==> src/rtl/cpu_pc_pkg.sv <==
// Shared types and constants for the fetch PC / next-PC logic.
// Used by cpu_next_pc_unit and cpu_branch_target_calc.
package cpu_pc_pkg;

   localparam int XLEN = 32;
   localparam logic [XLEN-1:0] PC_STEP              = 32'd4;
   localparam logic [XLEN-1:0] DEFAULT_RESET_VECTOR = 32'h0000_0000;
   localparam logic [XLEN-1:0] DEFAULT_TRAP_VECTOR  = 32'h0000_0100;

   typedef enum logic [1:0] {
      RUN      = 2'd0,
      REDIRECT = 2'd1,
      TRAP     = 2'd2
   } pc_state_e;

   // Instructions are 4-byte aligned; bit 0 of a jalr target is always cleared.
   function automatic logic is_misaligned(input logic [XLEN-1:0] addr);
      return addr[1];
   endfunction

endpackage

==> src/rtl/cpu_branch_target_calc.sv <==
// Combinational control-flow resolution: taken decision, target address and
// misalignment flag for branch / jal / jalr (jalr has highest priority).
module cpu_branch_target_calc
   import cpu_pc_pkg::*;
(
   input  logic            ex_is_branch,
   input  logic            ex_is_jal,
   input  logic            ex_is_jalr,
   input  logic [XLEN-1:0] ex_pc,
   input  logic [XLEN-1:0] ex_imm,
   input  logic [XLEN-1:0] ex_rs1,
   input  logic            condition_satisfied,
   output logic            taken,
   output logic [XLEN-1:0] target,
   output logic            misaligned
);

   logic [XLEN-1:0] pc_rel_s;
   logic [XLEN-1:0] jalr_sum_s;

   assign pc_rel_s   = ex_pc + ex_imm;
   assign jalr_sum_s = ex_rs1 + ex_imm;

   // Resolve the taken decision and target with jalr > jal > branch priority.
   always_comb begin
      taken  = 1'b0;
      target = pc_rel_s;
      if (ex_is_jalr) begin
         taken  = 1'b1;
         target = jalr_sum_s & 32'hFFFF_FFFE;
      end else if (ex_is_jal) begin
         taken  = 1'b1;
         target = pc_rel_s;
      end else if (ex_is_branch) begin
         taken  = condition_satisfied;
         target = pc_rel_s;
      end else begin
         taken  = 1'b0;
         target = pc_rel_s;
      end
   end

   assign misaligned = taken & is_misaligned(target);

endmodule

==> src/rtl/cpu_next_pc_unit.sv <==
// Architectural fetch PC register and redirect/trap sequencer sitting between
// the EX stage resolution and the fetch request port.
module cpu_next_pc_unit
   import cpu_pc_pkg::*;
#(
   parameter logic [31:0] RESET_VECTOR = DEFAULT_RESET_VECTOR,
   parameter logic [31:0] TRAP_VECTOR  = DEFAULT_TRAP_VECTOR
) (
   input  logic        clk,
   input  logic        rst_n,
   input  logic        ex_valid,
   output logic        ex_ready,
   input  logic        ex_is_branch,
   input  logic        ex_is_jal,
   input  logic        ex_is_jalr,
   input  logic [31:0] ex_pc,
   input  logic [31:0] ex_imm,
   input  logic [31:0] ex_rs1,
   input  logic        condition_satisfied,
   output logic [31:0] link_addr,
   output logic        fetch_valid,
   input  logic        fetch_ready,
   output logic [31:0] fetch_pc,
   output logic        flush,
   output logic        misaligned_trap,
   output logic [31:0] trap_addr,
   input  logic        trap_ack
);

   pc_state_e   state_r;
   pc_state_e   next_state_s;
   logic [31:0] pc_r;
   logic [31:0] pc_next_s;
   logic [31:0] trap_addr_r;
   logic [31:0] trap_addr_next_s;
   logic        fetch_valid_r;
   logic        ex_ready_r;
   logic        flush_r;
   logic        misaligned_trap_r;
   logic        fetch_valid_next_s;
   logic        ex_ready_next_s;
   logic        flush_next_s;
   logic        misaligned_trap_next_s;
   logic        taken_s;
   logic [31:0] target_s;
   logic        misaligned_s;
   logic        ex_fire_s;
   logic        fetch_fire_s;

   cpu_branch_target_calc u_target_calc (
      .ex_is_branch        (ex_is_branch),
      .ex_is_jal           (ex_is_jal),
      .ex_is_jalr          (ex_is_jalr),
      .ex_pc               (ex_pc),
      .ex_imm              (ex_imm),
      .ex_rs1              (ex_rs1),
      .condition_satisfied (condition_satisfied),
      .taken               (taken_s),
      .target              (target_s),
      .misaligned          (misaligned_s)
   );

   // Handshake qualifiers come only from registered readiness/valid flags.
   assign ex_fire_s    = ex_valid & ex_ready_r;
   assign fetch_fire_s = fetch_valid_r & fetch_ready;
   assign link_addr    = ex_pc + PC_STEP;

   // Next-state and next-PC selection; a taken redirect overrides a same-cycle fetch step.
   always_comb begin
      next_state_s     = state_r;
      pc_next_s        = pc_r;
      trap_addr_next_s = trap_addr_r;
      case (state_r)
         RUN: begin
            if (ex_fire_s && taken_s) begin
               if (misaligned_s) begin
                  next_state_s     = TRAP;
                  trap_addr_next_s = target_s;
               end else begin
                  next_state_s = REDIRECT;
                  pc_next_s    = target_s;
               end
            end else if (fetch_fire_s) begin
               pc_next_s = pc_r + PC_STEP;
            end else begin
               pc_next_s = pc_r;
            end
         end
         REDIRECT: begin
            next_state_s = RUN;
         end
         TRAP: begin
            if (trap_ack) begin
               next_state_s = RUN;
               pc_next_s    = TRAP_VECTOR;
            end else begin
               next_state_s = TRAP;
            end
         end
         default: begin
            next_state_s = RUN;
            pc_next_s    = RESET_VECTOR;
         end
      endcase
   end

   // Output flags are pre-decoded from the next state so they leave the unit registered.
   always_comb begin
      fetch_valid_next_s     = (next_state_s == RUN);
      ex_ready_next_s        = (next_state_s == RUN);
      misaligned_trap_next_s = (next_state_s == TRAP);
      flush_next_s           = (next_state_s == REDIRECT) ||
                               ((next_state_s == TRAP) && (state_r != TRAP));
   end

   // State, PC and registered output flags.
   always_ff @(posedge clk or negedge rst_n) begin
      if (!rst_n) begin
         state_r           <= RUN;
         pc_r              <= RESET_VECTOR;
         trap_addr_r       <= 32'h0000_0000;
         fetch_valid_r     <= 1'b0;
         ex_ready_r        <= 1'b0;
         flush_r           <= 1'b0;
         misaligned_trap_r <= 1'b0;
      end else begin
         state_r           <= next_state_s;
         pc_r              <= pc_next_s;
         trap_addr_r       <= trap_addr_next_s;
         fetch_valid_r     <= fetch_valid_next_s;
         ex_ready_r        <= ex_ready_next_s;
         flush_r           <= flush_next_s;
         misaligned_trap_r <= misaligned_trap_next_s;
      end
   end

   assign fetch_pc        = pc_r;
   assign trap_addr       = trap_addr_r;
   assign fetch_valid     = fetch_valid_r;
   assign ex_ready        = ex_ready_r;
   assign flush           = flush_r;
   assign misaligned_trap = misaligned_trap_r;

endmodule

==> config.mk <==
export PLATFORM = sky130hd
export DESIGN_NAME = cpu_next_pc_unit
export DESIGN_NICKNAME = d
export VERILOG_FILES = /design/src/rtl/cpu_pc_pkg.sv /design/src/rtl/cpu_branch_target_calc.sv /design/src/rtl/cpu_next_pc_unit.sv
export SDC_FILE = /design/constraint.sdc
export NUM_CORES = 1
export LEC_CHECK = 0
export ABC_AREA = 0
export CORE_AREA = 2 2 120 122
export CTS_CLUSTER_SIZE = 12
export DETAILED_ROUTE_END_ITERATION = 8
export DIE_AREA = 0 0 122 124
export PLACE_DENSITY = 0.92
export SETUP_SLACK_MARGIN = 0.4
export SYNTH_ARGS = -nofsm -noshare
export SYNTH_HDL_FRONTEND = slang
export SYNTH_HIERARCHICAL = 1
export SYNTH_SLANG_ARGS = --single-unit
==> constraint.sdc <==
create_clock -name clk -period 5.3 [get_ports clk]
set_input_delay 1.06 -clock clk [delete_from_list [all_inputs] [get_ports clk]]
set_output_delay 1.06 -clock clk [all_outputs]
set_load 0.01 [all_outputs]
Yosys cells after proc, flatten, opt, wreduce, memory -nomap -nowiden. Cells that the tools add are included. W data, S select, Z words.

Register bits: 69. Input bits: 105.

Add/subtract/negate cells: 4. Equality and inequality tests: 8. Muxes and demuxes: 13. Reduce and logical (&&, ||, !) cells: 7. Bitwise operators: 4.

Operators with widths (number): $mux W32 (5); $pmux W32 S3 (1); $add A32 B3 Y32 const B (2); $add A32 B32 Y32 (2); $mux W2 (3); $ne A3 B3 Y1 const B (2); $eq A2 B1 Y1 const B (2); $eq A2 B2 Y1 const B (2); $logic_not A2 Y1 (2); $ne A2 B2 Y1 const B (2); $pmux W2 S2 (1); $reduce_and A4 Y1 (1); $and A1 B1 Y1 (3); $mux W1 (3); $reduce_and A3 Y1 (1); $logic_and A1 B1 Y1 (2); $logic_or A1 B1 Y1 (1); $not A1 Y1 (1).

Logic depth before layout (Yosys ltp).
Depth after elaboration: 10. Mapped depth: 14. Mapped depth without buffers: 14.

Cells and area by module. The synthesis kept the hierarchy.

Modules (own cells, without submodules): cpu_next_pc_unit (area each 4002.6 sq um, cells each 421, instances 1, sequential area each 1726.7 sq um); cpu_branch_target_calc (area each 3333.2 sq um, cells each 472, instances 1, sequential area each 0.0 sq um).

Worst setup path after synthesis. OpenSTA, ideal clock, no wires.

Kind: input to register. Start point: input port ex_imm[0]. End point: register trap_addr_r[26] (netlist: trap_addr[26]). Buffers on the path: 0. Setup slack: 1615 ps. Data arrival time: 3560 ps. Required time: 5175 ps. Cell stages on the path: 13. Cells stage by stage: and2_1 -> fa_1 -> a21oi_1 -> o21bai_1 -> a21oi_1 -> o211a_1 -> o31ai_1 -> a221o_1 -> nand3_1 -> o21ai_1 -> xor2_1 -> mux2_2 -> mux2_2.

Elaborated cells on any way between the ends: 5.

RTL lines: start: declaration (RTL line cpu_next_pc_unit.sv:17) `input logic [31:0] ex_imm,`; $add A32 B32 Y32, on equally long branches (RTL line cpu_branch_target_calc.sv:21, cpu_branch_target_calc.sv:22); $mux W32 (*) (RTL line cpu_branch_target_calc.sv:28) `if (ex_is_jalr) begin`; named net target_s[26] (RTL line cpu_next_pc_unit.sv:45) `logic [31:0] target_s;`; end signal: assignment (RTL line cpu_next_pc_unit.sv:129) `trap_addr_r <= trap_addr_next_s;`; end: declaration (RTL line cpu_next_pc_unit.sv:34) `logic [31:0] trap_addr_r;`.

The timed path passes the listed nets; every way through them passes the cells marked *. A chain may end at the register's enable or synchronous reset.

Worst setup path after layout.
Start point: input port ex_pc[8]. End point: output port link_addr[23].

Cells in the longest elaborated chain, start to end: 1.

Ends and longest elaborated chain: start: declaration (RTL line cpu_next_pc_unit.sv:16) `input logic [31:0] ex_pc,`; $add A32 B3 Y32 (RTL line cpu_next_pc_unit.sv:66) `assign link_addr = ex_pc + PC_STEP;`; end: declaration (RTL line cpu_next_pc_unit.sv:20) `output logic [31:0] link_addr,`.

No other way between the ends.

==> run_results.csv <==
group,metric,value,unit
outcome,status,"finished clean",
floorplan,die_area,15100,µm²
floorplan,coreArea,13700,µm²
finish,area_delta_synth_final,33.4,%
sta,finalCriticalPeriod,4.76,ns
synth,avgSynthCellArea,8.21,µm²
worst_setup_path,arrival,3.70,ns
routing,vias,7760,
clock_network,postCtsSetupRepairBufs,0,
finish,layout.nets,1249,
global_routing,grt.total_usage,0.297,
sta,period_share,0.899,
floorplan,die_h,124,µm
worst_setup_path,crit_fanout,5,
routing,first_iter_violations,814,
floorplan,initial_utilization,0.535,
sta,finalMaxSlewViolations,0,
pwr,power.density,342,nW/µm²
place,port_buffers,204,
worst_setup_path,worst_ep_required_time,4.24,ns
worst_hold_path,hold_class,"reg -> reg",
worst_setup_path,critPathKind,"in -> out",
global_routing,grt_first_pass_wirelength,35900,µm
finish,diodes,0,
global_routing,grt_max_degree,49,
sta,skew,0.00804,ns
sta,final-setup-viol-count,0,
routing,wl,22500,µm
synth,synth_flop_cell,"dfrtp_1",
finish,final_util,0.713,
sta,relSlewSlack,0.193,
worst_setup_path,worstSetupEndpointType,"output port",
worst_setup_path,rr_worst_depth,5,
routing,firstDrtPassIters,5,
floorplan,ioPinCount,205,
sta,tns,0,ns
place,hpwl,17700,µm
sta,tightestPinTransition,1.21,ns
synth,netlist_area,7340,µm²
global_routing,grt_overflow,0,
worst_hold_path,hold_depth,1,
pwr,leakagePower,0.00412,µW
clock_network,cts_made_buffers,9,
synth,yosys_warnings,6,
worst_setup_path,startpoint,"ex_pc[8]",
pwr,ir_worst_vdd,0.000189,V
finish,nFillCells,1070,
floorplan,die_w,122,µm
pwr,power,3350,µW
routing,viasPerCell,6.14,
routing,ant_nets,0,
clock_network,cts_sinks,69,
global_routing,grt_antenna_before_repair,0,
worst_setup_path,r2r-start,"state_r[1]",
synth,synthArstFlopShare,1.00,
clock_network,cts_tree,"done",
sta,fmax,0.210,GHz
floorplan,num_rows,43,
synth,synth_cell_types,80,
worst_setup_path,r2r_end,"fetch_pc[26]",
sta,rsz0062_at_grt,"no",
worst_hold_path,hold_path_end,"trap_addr[9]",
synth,synthesis.nets,1063,
place,gp_congestion,0.934,
synth,ys_ff_latch,69,
synth,postSynthCellCount,893,
clock_network,clk_pin_slew,0.06,ns
global_routing,first_global_vias,7237,
worst_setup_path,r2r_slack,2.59,ns
clock_network,clockRootBuffer,"clkbuf_16",
synth,synth_edf_count,0,
routing,drc,0,
clock_network,cts_max_level,3,
sta,hold_violations,0,
worst_setup_path,start_kind,"input port",
clock_network,clk_latency,0.34,ns
job,drv_cap,0,
worst_hold_path,hold_start,"trap_addr[9]",
routing,wire_per_inst,17.8,µm
clock_network,cts.path.max_buffers,2,
finish,layout-drive-gt1-share,0.0766,
synth,yosysSeqAreaShare,0.235,
-- timing repair --
item / 4_1_cts / 5_1_grt
hold buffers: 0 / 0
setup endpoints to repair: 0 / 8
gates resized for setup: 0 / 3
endpoints found under the hold margin: 0 / 0
-- placed cells by master, fill, tap and decap left out, types with 7 or more instances in the layout --
master,instances
clkbuf_16,9
nand3_1,37
xor2_1,40
and2_1,7
a21oi_1,84
nor4_1,10
o21bai_1,10
a22oi_1,7
a21o_1,33
or3_1,7
and3_1,17
nor3_1,16
clkdlybuf4s50_1,202
o21ai_0,61
inv_1,26
nand2_1,77
mux2i_1,8
nor2_1,58
nand4_1,18
xnor2_1,48
o21ai_1,9
ha_1,63
dfrtp_1,69
mux2_2,34
o21a_1,8
-- cell usage after synthesis (all sizes together), types with 26 or more instances --
cell type  number  area share
a21o           33       0.034
xor2           40       0.048
ha             63        0.11
nand3          37       0.025
dfrtp          69        0.24
o21ai          71       0.049
inv            26       0.013
mux2           34       0.052
xnor2          48       0.057
nand2          77       0.039
a21oi          85       0.059
nor2           59       0.031
-- sequential cells by signal (all words and copies together), names as in the netlist --
| signal | flops |
|---|---|
| fetch_pc | 32 |
| trap_addr | 32 |
| state_r | 2 |
| ex_ready | 1 |
| flush | 1 |
| misaligned_trap | 1 |
-- cell type report --
cell class                 instances  area [µm²]  area share
sequential                        69        1730       0.176
clock inverter                     7        73.8     0.00754
clock buffer                       9         225      0.0230
timing repair buffer             210        2080       0.212
inverter                          26        97.6     0.00997
multi-input combinational        763        5360       0.548
tap                              180         225      0.0230
-- routing by layer --
metal	part of all wire	wire length, µm	global-route usage	up-vias
met1	0.40	9130	0.381	3603
met3	0.086	1940	0.0517	70
met5	0	0	0	-
met4	0.029	653	0.0841	0
met2	0.48	10800	0.514	394
li1	-	-	-	3693
-- where the power goes --
| part | internal (µW) | switching (µW) | leakage, µW | total [µW] |
|---|---|---|---|---|
| registers | 761 | 252 | 0.000862 | 1010 |
| logic | 910 | 821 | 0.00311 | 1730 |
| clock network | 366 | 238 | 0.000146 | 604 |
-- worst max-delay path by stage --
stage | slack (ns) | depth (start not counted) | end
4_1_cts | 0.43 | 7 | link_addr[29]
2_1_floorplan | 1.61 | 13 | trap_addr[26]
3_5_place_dp | 0.46 | 7 | link_addr[29]
3_3_place_gp | 0.52 | 7 | link_addr[27]
6_report | 0.54 | 7 | link_addr[23]
5_1_grt | 0.44 | 7 | link_addr[23]
-- stage by stage --
stage               hold slack, ns  area [µm²]  worst slack (ns)  cells
floorplan                    0.525        7340              1.61    893
global placement             0.485        9480             0.520   1248
detailed placement           0.495        9480             0.464   1248
CTS                          0.508        9780             0.428   1264
global route                 0.516        9790             0.440   1264
finish                       0.503        9790             0.536   1264
-- worst max-delay path, cell delays in order --
cell and delay (ns):
clkdlybuf4s50_1 0.56, nand4_1 0.22, or4_4 0.59, or2_2 0.36, nor3_1 0.21, xnor2_1 0.15, clkdlybuf4s50_1 0.56
-- cell families (layout without fill, tap and decap cells) --
kind of cell / after synthesis / in the layout / share of synthesized area
simple gates: 286 / 286 / 0.198
compound gates: 282 / 282 / 0.250
xor+xnor: 88 / 88 / 0.105
flops: 69 / 69 / 0.235
fa+ha+maj: 65 / 65 / 0.113
buf+inv: 61 / 252 / 0.0351
mux: 42 / 42 / 0.0631
No activity file was read; power rests on OpenSTA's default activity.
